$ cat src/rtl/fifo_uart_pkg.sv
// rtl/fifo_uart_pkg.sv - shared types and constants for the FIFO-fed UART transmitter
package fifo_uart_pkg;

    typedef enum logic [2:0] {
        ST_IDLE,
        ST_START,
        ST_DATA,
        ST_PARITY,
        ST_STOP
    } state_e;

    localparam int PAR_NONE = 0;
    localparam int PAR_EVEN = 1;
    localparam int PAR_ODD  = 2;

endpackage

$ cat src/rtl/uart_bit_timer.sv
// rtl/uart_bit_timer.sv - free-running bit-period counter with terminal-count tick
module uart_bit_timer #(
    parameter int CLKS_PER_BIT = 16
) (
    input  logic clk,
    input  logic rstn,
    input  logic clear,
    output logic tick
);

    localparam int W = (CLKS_PER_BIT > 2) ? $clog2(CLKS_PER_BIT) : 1;
    localparam logic [W-1:0] TERM = W'(CLKS_PER_BIT - 1);

    logic [W-1:0] cnt_q, cnt_d;

    assign tick = (cnt_q == TERM);

    // Wrap at terminal count; a clear realigns the bit grid to a frame start.
    always_comb begin
        cnt_d = cnt_q + W'(1);
        if (clear || tick) begin
            cnt_d = '0;
        end
    end

    // Counter register.
    always_ff @(posedge clk or negedge rstn) begin
        if (!rstn) begin
            cnt_q <= '0;
        end else begin
            cnt_q <= cnt_d;
        end
    end

endmodule

$ cat src/rtl/fifo_uart_tx.sv
// rtl/fifo_uart_tx.sv - drains a byte FIFO and serialises each byte as a UART frame
module fifo_uart_tx #(
    parameter int CLKS_PER_BIT = 16,
    parameter int PARITY       = 0,
    parameter int STOP_BITS    = 1
) (
    input  logic       clk,
    input  logic       rstn,
    input  logic       tx_en,
    input  logic       fifo_empty,
    input  logic [7:0] fifo_data,
    output logic       fifo_rd_en,
    output logic       tx,
    output logic       busy,
    output logic       frame_done
);

    import fifo_uart_pkg::*;

    localparam logic PAR_ON = (PARITY != PAR_NONE);

    state_e     state_q, state_d;
    logic [7:0] sh_q, sh_d;
    logic [2:0] idx_q, idx_d;
    logic       stop_q, stop_d;
    logic       tx_q, tx_d;
    logic       rd_q, rd_d;
    logic       tick;
    logic       clear;
    logic       last_stop;
    logic       do_load;
    logic       par_bit;

    uart_bit_timer #(
        .CLKS_PER_BIT(CLKS_PER_BIT)
    ) u_timer (
        .clk  (clk),
        .rstn (rstn),
        .clear(clear),
        .tick (tick)
    );

    assign last_stop  = (state_q == ST_STOP) && tick && (stop_q == 1'(STOP_BITS - 1));
    assign do_load    = tx_en && !fifo_empty && ((state_q == ST_IDLE) || last_stop);
    assign par_bit    = (PARITY == PAR_EVEN) ? (^sh_q) : ~(^sh_q);
    assign busy       = (state_q != ST_IDLE);
    assign tx         = tx_q;
    assign fifo_rd_en = rd_q;

    // Frame sequencing: advance on bit ticks, reload straight from the last stop cycle.
    always_comb begin
        state_d    = state_q;
        sh_d       = sh_q;
        idx_d      = idx_q;
        stop_d     = stop_q;
        tx_d       = tx_q;
        rd_d       = 1'b0;
        clear      = 1'b0;
        frame_done = 1'b0;
        case (state_q)
            ST_IDLE: begin
                tx_d = 1'b1;
            end
            ST_START: begin
                if (tick) begin
                    state_d = ST_DATA;
                    idx_d   = 3'd0;
                    tx_d    = sh_q[0];
                end
            end
            ST_DATA: begin
                if (tick) begin
                    if (idx_q == 3'd7) begin
                        if (PAR_ON) begin
                            state_d = ST_PARITY;
                            tx_d    = par_bit;
                        end else begin
                            state_d = ST_STOP;
                            stop_d  = 1'b0;
                            tx_d    = 1'b1;
                        end
                    end else begin
                        idx_d = idx_q + 3'd1;
                        tx_d  = sh_q[idx_q + 3'd1];
                    end
                end
            end
            ST_PARITY: begin
                if (tick) begin
                    state_d = ST_STOP;
                    stop_d  = 1'b0;
                    tx_d    = 1'b1;
                end
            end
            ST_STOP: begin
                if (tick) begin
                    if (last_stop) begin
                        frame_done = 1'b1;
                        state_d    = ST_IDLE;
                    end else begin
                        stop_d = stop_q + 1'b1;
                    end
                end
            end
            default: begin
                state_d = ST_IDLE;
                tx_d    = 1'b1;
            end
        endcase
        // A load overrides whatever the current state decided.
        if (do_load) begin
            state_d = ST_START;
            sh_d    = fifo_data;
            idx_d   = 3'd0;
            stop_d  = 1'b0;
            tx_d    = 1'b0;
            rd_d    = 1'b1;
            clear   = 1'b1;
        end
    end

    // State, datapath and output flops.
    always_ff @(posedge clk or negedge rstn) begin
        if (!rstn) begin
            state_q <= ST_IDLE;
            sh_q    <= 8'h00;
            idx_q   <= 3'd0;
            stop_q  <= 1'b0;
            tx_q    <= 1'b1;
            rd_q    <= 1'b0;
        end else begin
            state_q <= state_d;
            sh_q    <= sh_d;
            idx_q   <= idx_d;
            stop_q  <= stop_d;
            tx_q    <= tx_d;
            rd_q    <= rd_d;
        end
    end

endmodule

$ cat config.mk
export PLATFORM = sky130hd
export DESIGN_NAME = fifo_uart_tx
export DESIGN_NICKNAME = d
export VERILOG_FILES = /design/src/rtl/fifo_uart_pkg.sv /design/src/rtl/uart_bit_timer.sv /design/src/rtl/fifo_uart_tx.sv
export SDC_FILE = /design/constraint.sdc
export NUM_CORES = 1
export LEC_CHECK = 0
export ABC_AREA = 1
export CAP_MARGIN = 15
export CELL_PAD_IN_SITES_DETAIL_PLACEMENT = 1
export CELL_PAD_IN_SITES_GLOBAL_PLACEMENT = 1
export CORE_MARGIN = 4
export CORE_UTILIZATION = 40
export CTS_CLUSTER_DIAMETER = 30
export DETAILED_ROUTE_END_ITERATION = 8
export PLACE_DENSITY_LB_ADDON = 0.2
export SYNTH_ARGS = -nofsm -noshare
export SYNTH_HDL_FRONTEND = slang
export SYNTH_SLANG_ARGS = --single-unit
$ cat constraint.sdc
create_clock -name clk -period 4.5 [get_ports clk]
set_clock_uncertainty 0.05 [all_clocks]
set_input_delay 0.9 -clock clk [delete_from_list [all_inputs] [get_ports clk]]
set_output_delay 0.9 -clock clk [all_outputs]
set_load 0.01 [all_outputs]
==> results of run 1 <==
worst paths after layout:
kind,startpoint,endpoint,slack [ns]
min in group asynchronous,rstn,state_q[1],1.07
worst max register to register,idx_q[0],idx_q[1],2.73
worst min-delay path,u_timer.cnt_q[0],u_timer.cnt_q[0],0.42
worst min register to register,u_timer.cnt_q[0],u_timer.cnt_q[0],0.42
max in group asynchronous,rstn,u_timer.cnt_q[0],2.75
worst max-delay path,u_timer.cnt_q[0],frame_done,1.70
through the flow:
step           hold WS [ns]  worst slack, ns  instance area, um^2  power [uW]  util [%]
3_3_place_gp          0.392             2.08                 1320         659      48.2
6_report              0.423             1.70                 1350         758      49.2
4_1_cts               0.431             1.66                 1350         773      49.2
2_1_floorplan         0.381             2.61                 1140         573         -
5_1_grt               0.445             1.55                 1350         840      49.2
3_5_place_dp          0.416             2.02                 1320         678      48.2
power breakdown:
| group | switching (uW) | internal, uW | leakage, uW |
|---|---|---|---|
| Clock | 58.1 | 33.2 | 0.0000177 |
| Combinational | 207 | 141 | 0.000420 |
| Sequential | 52.4 | 267 | 0.000267 |
| Total | 317 | 441 | 0.000705 |
routing by layer:
metal | global-route usage (%) | share of wire, %
met4 | 8.18 | 2.6
met2 | 28.1 | 50
met3 | 2.52 | 3.2
met1 | 19.2 | 44
met5 | 0 | 0
layout make-up:
type	instances	area [um^2]	share of cell area (%)
sequential	21	527	39.2
clock buffer	3	22.5	1.67
tap	31	38.8	2.88
clock inverter	1	5.00	0.372
timing repair buffer	15	150	11.2
inverter	23	87.6	6.51
multi-input combinational	102	514	38.2
worst reg2reg max path, cell delays in order, from the launching register on:
cell and delay, ns:
dfrtp_1 0.48, ha_1 0.24, ha_1 0.18, inv_1 0.05, nand3_1 0.13, a21oi_2 0.27
o21ai_0 0.14, o211a_1 0.12
logic make-up (layout without fill, tap and decap cells):
logic type	Yosys count	in the layout	synth area share, %
buffers and inverters	24	42	8.67
XOR/XNOR	2	2	1.54
adder cells (fa/ha/maj)	3	3	3.29
AO/OA/AOI/OAI	14	14	7.03
flip-flops	21	21	46.2
AND/OR/NAND/NOR	83	83	33.3
sequential cells by signal, summed over array words and instances, names as in the netlist:
register,flops
u_timer.cnt_q,4
tx,1
state_q,3
fifo_rd_en,1
idx_q,3
stop_q,1
sh_q,8
cells in the mapped netlist, drive strengths merged:
cell type / n
dfrtp: 20
nor3: 1
xor2: 1
o21ai: 6
a31oi: 1
buf: 1
ha: 3
o211a: 1
nand3: 15
clkinv: 1
inv: 22
nand4: 3
nor2: 15
nand2: 49
dfstp: 1
xnor2: 1
a21oi: 6
==> results.json, run 1 <==
{
  "final.setup.tns_ns": 0,
  "synthCells": 147,
  "synth.cell_area_mm2": 0.00114,
  "die_outline_area_mm2": 0.00377,
  "rows": 19,
  "power.density_cell_area_mw_per_mm2": 564,
  "ys_seq_area_share_pct": 46.2,
  "synthToLayoutAreaGrowth_pct": 18.0,
  "worstPathCellList": "ha_1, nand3_1, nor3_2, clkdlybuf4s50_1",
  "leading_cell_types_in_the_layout_fill_and_taps_excluded": "nand2_1 (47), dfrtp_1 (20), inv_1 (19)",
  "die_h_um": 61.4,
  "holdCritPathClass": "reg2reg",
  "crit_required_ns": 3.55,
  "highest_net_fanout_along_the_worst_path": 4,
  "clock_tree.buffer_depth": 2,
  "dp_hpwl_um": 1930,
  "avgViaCountPerCell": 5.05,
  "drtPass1Iterations": 3,
  "grt.total_usage_pct": 16.1,
  "critical_path.top_delay_family": "buffers and inverters",
  "hold_depth": 1,
  "fillers": 346,
  "first_pass_grt_wire_length_um": 4400,
  "number_of_unique_standard_cell_types_used_by_synthesis": 25,
  "synthDominantAreaCellType": "dfrtp_1",
  "wire_per_inst_um": 12.4,
  "setup_repair_after_global_routing_missed_its_margin": "false",
  "postSynthRegisterBits": 21,
  "tritoncts_clock_tree": "done",
  "cts_clock_pin_slew_for_the_worst_setup_and_hold_paths_ns": 0.12,
  "io_buffers": 15,
  "crit_cells": 4,
  "drt_iter0_markers": 35,
  "layout_commonest_cell": "nand2_1",
  "number_of_gates_resized_after_cts": 0,
  "via_count": 989,
  "grt_antenna_before_repair": 0,
  "synth_fp_nets": 162,
  "critical_path.startpoint_type": "flip-flop",
  "status": "complete, no violations",
  "cp_slowest_cell": "clkdlybuf4s50_1",
  "slew_headroom_pct": 34.9,
  "clock_latency_ns": 0.31,
  "clockRootBuffer": "clkbuf_4",
  "cp.arrival_ns": 1.85,
  "cts_buffers": 3,
  "worst_r2r_path_depth": 7,
  "grt_remaining_overflow": 0,
  "globalplace.congestion": 0.804,
  "floorplan.initialDensity_pct": 41.7,
  "critical_path.n_buffers_inverters": 1,
  "tritoncts_num_sinks": 21,
  "synth.top_cells.by_area": "dfrtp_1 (44%), nand2_1 (15%), inv_1 (6.3%)",
  "report.final.setup_viol": 0,
  "antenna_cells_inserted": 0,
  "min_period_over_period_pct": 62.3,
  "drive_above_1_share_pct": 10.3,
  "place.detailed.instances": 192,
  "cts-hold-fix-buffers": 0,
  "core_area_mm2": 0.00273,
  "criticalPathCategory": "reg2out",
  "io-pin-count": 16,
  "route.antenna.remaining_nets": 0,
  "finalNetCount": 181,
  "timing.final.hold_violations": 0,
  "report.final.slew_viol_count": 0,
  "cts-htree-levels": 1,
  "max_freq_mhz": 357,
  "die_w_um": 61.4,
  "yosysTopAreaCellShare_pct": 43.9,
  "route.final.wire_length_um": 2430,
  "period_needed_ns": 2.80,
  "first_global_vias": 1013,
  "max_cap_viol_count": 0,
  "count_of_buffers_added_by_post_cts_timing_repair_for_setup": 0,
  "pin_count_of_the_biggest_net_entering_global_routing": 22,
  "p_leak_uw": 0.000705,
  "non_filler_cells_final": 196,
  "slowest_delay_ns": 0.56,
  "setup.worst_path.end_class": "output port",
  "detail_route.drc_violations": 0,
  "ys.warnings.count": 0,
  "worst-slew-pin-transition_ns": 0.974,
  "synthesis.area_per_instance_um2": 7.75,
  "vdd_ir_drop_max_mv": 0.318
}
(Power assumes the default switching activity.)
==> run 2, diff against run 1 <==
- CORE_UTILIZATION: 40 -> 39
- clock period: 4.5 -> 2.65 ns (I/O delays scaled with it)
==> results.json, run 2 (synthesis gave the netlist of run 1 again) <==
{
  "status": "complete, no violations",
  "worstPathCellList": "ha_1, nand3_1, nor3_2, clkdlybuf4s50_1",
  "count_of_buffers_added_by_post_cts_timing_repair_for_setup": 0,
  "min_period_over_period_pct": 91.7,
  "wire_per_inst_um": 12.6,
  "placement.cell_area_mm2": 0.00133,
  "critical_path.top_delay_family": "buffers and inverters",
  "worst_r2r_endpoint": "idx_q[1]",
  "grt_remaining_overflow": 0,
  "grt.total_usage_pct": 15.4,
  "core_area_mm2": 0.00278,
  "clock_latency_ns": 0.31,
  "layout.area.seq_um2": 527,
  "max_freq_mhz": 411,
  "multi_input_comb_area_um2": 514,
  "largest_register_ff_count": 8,
  "cp_slowest_cell": "clkdlybuf4s50_1",
  "first_global_vias": 1045,
  "p_leak_uw": 0.000707,
  "grt-busiest-layer": "met2",
  "globalplace.congestion": 0.877,
  "cts_clock_pin_slew_for_the_worst_setup_and_hold_paths_ns": 0.12,
  "global_route.usage.met3_pct": 3.51,
  "setup.worst_path.end_class": "output port",
  "rows": 19,
  "crit_required_ns": 2.07,
  "holdCritPathClass": "reg2reg",
  "cts-hold-fix-buffers": 0,
  "die_h_um": 62.1,
  "non_filler_cells_final": 197,
  "crit_path_start": "u_timer.cnt_q[0]",
  "clock_tree.buffer_depth": 2,
  "timing.reg2reg.setup_slack_ns": 0.90,
  "cts_buffers": 3,
  "report.final.setup_viol": 0,
  "cts-htree-levels": 1,
  "synthToLayoutAreaGrowth_pct": 18.6,
  "power.density_cell_area_mw_per_mm2": 956,
  "criticalPathCategory": "reg2out",
  "number_of_gates_resized_after_cts": 0,
  "max_cap_viol_count": 0,
  "io_buffers": 15,
  "floorplan.initialDensity_pct": 41.0,
  "critPathCapture": "frame_done",
  "dp_hpwl_um": 1970,
  "final.setup.tns_ns": 0,
  "period_needed_ns": 2.43,
  "timing.final.hold_violations": 0,
  "avgViaCountPerCell": 5.04,
  "drt_iter0_markers": 17,
  "crit_cells": 4,
  "antenna_cells_inserted": 0,
  "worst_r2r_path_depth": 7,
  "report.final.slew_viol_count": 0,
  "setup_repair_after_global_routing_missed_its_margin": "false",
  "m2_gr_usage_pct": 28.3,
  "finalNetCount": 182,
  "largest_registers": "sh_q (8), u_timer.cnt_q (4)",
  "detail_route.drc_violations": 0,
  "pin_count_of_the_biggest_net_entering_global_routing": 22,
  "final_cell_area_mm2": 0.00135,
  "die_w_um": 62.1,
  "first_pass_grt_wire_length_um": 4300,
  "highest_net_fanout_along_the_worst_path": 4,
  "worst-slew-pin-transition_ns": 0.366,
  "critical_path.startpoint_type": "flip-flop",
  "drive_above_1_share_pct": 10.2,
  "route.antenna.remaining_nets": 0,
  "clockRootBuffer": "clkbuf_4",
  "slowest_delay_ns": 0.56,
  "tritoncts_clock_tree": "done",
  "critical_path.n_buffers_inverters": 1,
  "leading_cell_types_in_the_layout_fill_and_taps_excluded": "nand2_1 (47), dfrtp_1 (20), inv_1 (19)",
  "cp.arrival_ns": 1.85,
  "fillers": 356,
  "grt_met1_use_pct": 16.3,
  "via_count": 992,
  "route.final.wire_length_um": 2480,
  "die_outline_area_mm2": 0.00385,
  "grt_antenna_before_repair": 0,
  "layout_commonest_cell": "nand2_1",
  "io-pin-count": 16,
  "vdd_ir_drop_max_mv": 0.492,
  "rr_startpoint": "idx_q[0]",
  "drtPass1Iterations": 4,
  "registers.top_by_ff_count": "sh_q",
  "tritoncts_num_sinks": 21,
  "place.detailed.instances": 193,
  "slew_headroom_pct": 75.5
}
run 2: final cells by class:
class | count | area share, %
inverter | 23 | 6.48
sequential | 21 | 39.0
clock buffer | 4 | 1.94
timing repair buffer | 16 | 11.7
multi-input combinational | 102 | 38.1
tap | 31 | 2.87
run 2: worst min-delay path by stage:
stage	depth (start not counted)	end	from	slack (ns)
after global routing	1	u_timer.cnt_q[0]	u_timer.cnt_q[0]	0.47
after CTS	2	tx	tx	0.43
after global placement	1	u_timer.cnt_q[0]	u_timer.cnt_q[0]	0.39
final	2	tx	tx	0.43
after floorplan	0	fifo_rd_en	rstn	0.18
after detailed placement	2	sh_q[7]	sh_q[7]	0.42
run 2: stage by stage:
step | setup WS (ns) | total power, uW | util [%] | hold slack, ns
6_report | 0.220 | 1290 | 48.6 | 0.429
5_1_grt | 0.0764 | 1420 | 48.6 | 0.467
4_1_cts | 0.193 | 1310 | 48.6 | 0.434
3_5_place_dp | 0.550 | 1160 | 47.6 | 0.418
3_3_place_gp | 0.605 | 1120 | 47.6 | 0.392
2_1_floorplan | 1.12 | 973 | - | 0.184
run 2: report_power, final:
part	switching (uW)	internal [uW]
clock	98.0	58.9
sequential	88.7	453
combinational	352	241
run 2: layer usage:
layer	vias to the layer above	routed length, um
li1	506	-
met1	463	1030
met2	18	1300
met3	5	101
met4	0	51
met5	-	0
run 2: worst reg2reg max path, cell delays in order, from the launching register on:
cell and delay (ns):
dfrtp_1 0.47, ha_1 0.24, ha_1 0.17, inv_1 0.05, nand3_1 0.14, a21oi_2 0.28, o21ai_0 0.13, o211a_1 0.12
